==> config.mk <==
export PLATFORM = sky130hd
export DESIGN_NAME = da_sequencer
export DESIGN_NICKNAME = d
export VERILOG_FILES = /design/src/rtl/da_sequencer.sv
export SDC_FILE = /design/constraint.sdc
export NUM_CORES = 1
export LEC_CHECK = 0
export CORE_MARGIN = 5
export CORE_UTILIZATION = 45
export DETAILED_ROUTE_END_ITERATION = 10
export GPL_TIMING_DRIVEN = 0
export PLACE_DENSITY = 0.95
export SETUP_SLACK_MARGIN = 0.05
export SLEW_MARGIN = 20
export SYNTH_ARGS = -nofsm -noshare
export SYNTH_HDL_FRONTEND = slang
export SYNTH_SLANG_ARGS = --single-unit
==> constraint.sdc <==
create_clock -name clk -period 2.7 [get_ports clk]
set_input_delay 0.27 -clock clk [delete_from_list [all_inputs] [get_ports clk]]
set_output_delay 0.27 -clock clk [all_outputs]
set_load 0.005 [all_outputs]
==> src/rtl/da_sequencer.sv <==
// Sequencer for a bit-serial distributed-arithmetic subfilter: accepts one sample,
// parallel-loads it, runs WORD_WIDTH shift cycles, then captures the accumulator result.
module da_sequencer #(
  parameter int WORD_WIDTH = 16  // must be >= 2
) (
  input  logic                  clk,
  input  logic                  rst,
  input  logic                  s_valid,
  input  logic [WORD_WIDTH-1:0] s_data,
  output logic                  s_ready,
  output logic                  x_we,
  output logic [WORD_WIDTH-1:0] x,
  output logic                  en,
  output logic                  ts,
  input  logic [WORD_WIDTH-1:0] y,
  output logic                  m_valid,
  output logic [WORD_WIDTH-1:0] m_data,
  input  logic                  m_ready,
  output logic                  busy
);
  localparam int CW = $clog2(WORD_WIDTH);
  localparam logic [CW-1:0] LAST   = CW'(WORD_WIDTH - 1);
  localparam logic [CW-1:0] PENULT = CW'(WORD_WIDTH - 2);
  localparam logic [CW-1:0] ONE    = CW'(1);

  typedef enum logic [1:0] {IDLE, LOAD, SHIFT, CAPTURE} state_t;

  state_t                state;
  logic [CW-1:0]         cnt;
  logic [WORD_WIDTH-1:0] smp;
  logic                  run;
  logic                  cap;

  // run is a one-flop release gate: nothing can be accepted until the first edge
  // after reset deasserts, so release never launches a load or shift.
  assign s_ready = run && (state == IDLE);
  assign busy    = (state != IDLE);
  assign x       = smp;
  assign cap     = (state == CAPTURE) && (!m_valid || m_ready);

  always_ff @(posedge clk or negedge rst) begin
    if (!rst) begin
      state   <= IDLE;
      cnt     <= '0;
      smp     <= '0;
      run     <= 1'b0;
      x_we    <= 1'b0;
      en      <= 1'b0;
      ts      <= 1'b0;
      m_valid <= 1'b0;
      m_data  <= '0;
    end else begin
      run  <= 1'b1;
      x_we <= 1'b0;
      if (m_valid && m_ready) m_valid <= 1'b0;
      case (state)
        IDLE: if (s_ready && s_valid) begin
          smp   <= s_data;
          x_we  <= 1'b1;
          state <= LOAD;
        end
        LOAD: begin
          cnt   <= '0;
          en    <= 1'b1;
          ts    <= 1'b0;
          state <= SHIFT;
        end
        SHIFT: if (cnt == LAST) begin
          en    <= 1'b0;
          ts    <= 1'b0;
          state <= CAPTURE;
        end else begin
          cnt <= cnt + ONE;
          ts  <= (cnt == PENULT);  // next cycle carries the sign bit
        end
        CAPTURE: if (cap) begin
          // a capture overrides a same-cycle consume, keeping m_valid high
          m_data  <= y;
          m_valid <= 1'b1;
          state   <= IDLE;
        end
        default: state <= IDLE;
      endcase
    end
  end
endmodule
==> flow_metrics.env <==
export IMPL_status="finished, final reports clean"
export IMPL_die_x_um=72.5
export IMPL_synth_top_family_by_area="multiplexers"
export IMPL_cts_tree="built"
export IMPL_syn_inst=122
export IMPL_synth_compound_area_share_pct=1.50
export IMPL_post_cts_resized=0
export IMPL_yosys_area_share_simple_pct=6.20
export IMPL_synth_nets=165
export IMPL_synth_distinct_cells=21
export IMPL_avgSynthCellArea_um2=14.4
export IMPL_worst_setup_path_end_kind="output pin"
export IMPL_grt_max_degree=28
export IMPL_grt_usage_pct=16.2
export IMPL_cp_arrival_ps=1740
export IMPL_grt_pass1_wl_um=6520
export IMPL_pre_cts_slack_ps=732
export IMPL_dp_hpwl_um=3020
export IMPL_grt_ovfl_total=0
export IMPL_finalSetupViolations=0
export IMPL_cts_made_buffers=5
export IMPL_fmax_ghz=0.497
export IMPL_criticalPathCategory="reg -> out"
export IMPL_synthAdderAreaFrac_pct=4.99
export IMPL_wl_per_cell_um=15.7
export IMPL_final_layout_size_suffix_gt1_share_pct=22.0
export IMPL_ys_seq_area_share_pct=61.3
export IMPL_cp_max_fo=4
export IMPL_grt_pass1_vias=1354
export IMPL_pwr_density_cell_nw_per_um2=1070
export IMPL_start_kind="register"
export IMPL_hold_ws_ps=448
export IMPL_syn_area_um2=1760
export IMPL_synth_xor_area_share_pct=0.499
export IMPL_grt_antenna_before_repair=0
export IMPL_skew_ps=8.39
export IMPL_io_pins=74
export IMPL_rows=22
export IMPL_cts_setup_buffers=0
export IMPL_dr_total_vias=1235
export IMPL_finalWirelength_um=3980
export IMPL_fin_ws_ps=686
export IMPL_drtIter0Drc=24
export IMPL_required_ps=2430
export IMPL_maxCapViolCount=0
export IMPL_tns_ps=0
export IMPL_ant_nets=0
export IMPL_cts_num_sinks=43
export IMPL_finalCritPeriodShare_pct=74.6
export IMPL_ys_ff_latch=43
export IMPL_routabilityCongestion=0.803
export IMPL_route_detailed_drc=0
export IMPL_nets=247
export IMPL_clock_path_buffers=2
export IMPL_port_buffer_count=73
export IMPL_yosysTopAreaCellShare_pct=61.3
export IMPL_htreeDepth=2
export IMPL_synthMuxAreaShare_pct=23.4
export IMPL_initial_utilization_pct=47.2
export IMPL_slew_violations=0
export IMPL_fin_crit_ps=2010
export IMPL_rsz0062_at_grt="false"
export IMPL_synth_top_area_cell="dfrtp_1"
export IMPL_hold_violations=0
export IMPL_synth_warnings=0
export IMPL_core_area_um2=3720
export IMPL_clock_latency_ps=290
export IMPL_totalPowerFinal_mw=2.85
export IMPL_die_h_um=72.5
export IMPL_peakVddDrop_v=0.000759
export IMPL_diodes=0
export IMPL_hp_class="in -> async"
export IMPL_dr_pass1_iters=4
export IMPL_die_area_um2=5250
export IMPL_ctsHoldBuffers=1
export IMPL_area_delta_synth_final_pct=51.3
export IMPL_cts_root_buf="clkbuf_8"
export IMPL_p_leak_nw=1.18
export IMPL_via_per_inst=4.88
export IMPL_path_clk_slew_ps=80
export IMPL_synthTopCellsByArea="dfrtp_1 (61%), mux2_2 (21%), ha_1 (5.0%)"
[cell type report]
cell class | instances | area (um^2)
sequential | 43 | 1080
tap | 48 | 60.1
clock inverter | 2 | 12.5
inverter | 6 | 22.5
timing repair buffer | 75 | 756
buffer | 2 | 10.0
multi-input combinational | 71 | 647
clock buffer | 6 | 72.6
fill | 272 | 1060
[path summary, 6_finish.rpt]
path,from,to,slack [ps],cells after the start
max in group asynchronous,rst,cnt[3],1760,3
worst max-delay path,state[0],s_ready,690,4
worst max register to register,state[0],x[13],740,6
worst min-delay path,rst,x[13],450,2
min in group clk,x[15],x[15],510,1
worst min register to register,x[15],x[15],510,1
[layer usage]
layer	GRT usage (%)	vias up	share of wire (%)
li1	-	579	-
met4	4.92	0	1.2
met3	9.70	5	13
met5	0	-	0
met2	25.4	54	47
met1	18.6	597	38
[logic make-up after synthesis]
family	count (synthesis)
buffers and inverters	8
DFF	43
other	1
AOI/OAI and AO/OA	4
muxes	37
xor gates and xnor gates	1
adders and majority gates	7
and+or+nand+nor	21
[state kept, by name (all words and copies together) (netlist names)]
register  count
state         2
x            16
cnt           4
x_we          1
en            1
m_data       16
m_valid       1
ts            1
run           1
[through the flow]
step                utilization (%)  instance area [um^2]  cells
global placement               68.5                  2550    243
floorplan                         -                  1760    122
CTS                            71.5                  2660    253
detailed placement             68.9                  2560    244
finish                         71.5                  2660    253
global route                   71.5                  2660    253
[worst max-delay path, cell delays in order (launching register included)]
cell	delay (ps)
dfrtp_1	410
inv_1	130
ha_1	220
and2_1	160
clkdlybuf4s50_1	530
[layout by cell type, fill, tap and decap left out]
| cell type | count |
|---|---|
| mux2_2 | 32 |
| nand3_1 | 1 |
| nand4_1 | 1 |
| dlygate4sd3_1 | 1 |
| ha_1 | 7 |
| dfrtp_1 | 43 |
| buf_2 | 3 |
| clkbuf_1 | 1 |
| mux2_1 | 1 |
| xor2_1 | 1 |
| and2_1 | 1 |
| clkinvlp_4 | 1 |
| nand2_1 | 9 |
| a222oi_1 | 1 |
| a21oi_1 | 2 |
| nor2_1 | 3 |
| and2b_2 | 1 |
| o22ai_1 | 1 |
| nand3_2 | 1 |
| conb_1 | 1 |
| clkbuf_8 | 5 |
| inv_1 | 6 |
| buf_12 | 1 |
| clkdlybuf4s50_1 | 72 |
| nand2b_1 | 3 |
| clkinv_2 | 1 |
| nand4b_1 | 1 |
| mux2i_1 | 4 |
[synth_stat cells]
| cell | n |
|---|---|
| nor2_1 | 3 |
| buf_2 | 2 |
| mux2_1 | 1 |
| nand4b_1 | 1 |
| ha_1 | 7 |
| xor2_1 | 1 |
| a222oi_1 | 1 |
| o22ai_1 | 1 |
| conb_1 | 1 |
| a21oi_1 | 2 |
| nand2b_1 | 3 |
| mux2i_1 | 4 |
| dfrtp_1 | 43 |
| mux2_2 | 32 |
| nand4_1 | 1 |
| and2b_2 | 1 |
| inv_1 | 6 |
| nand3_1 | 1 |
| nand3_2 | 1 |
| nand2_1 | 9 |
| and2_1 | 1 |
[power by group]
part | internal [mW] | total [mW] | switching, mW
sequential | 0.953 | 1.14 | 0.184
clock | 0.181 | 0.394 | 0.213
combinational | 0.866 | 1.32 | 0.454
total | 2.00 | 2.85 | 0.851
No activity file was read; power rests on OpenSTA's default activity.
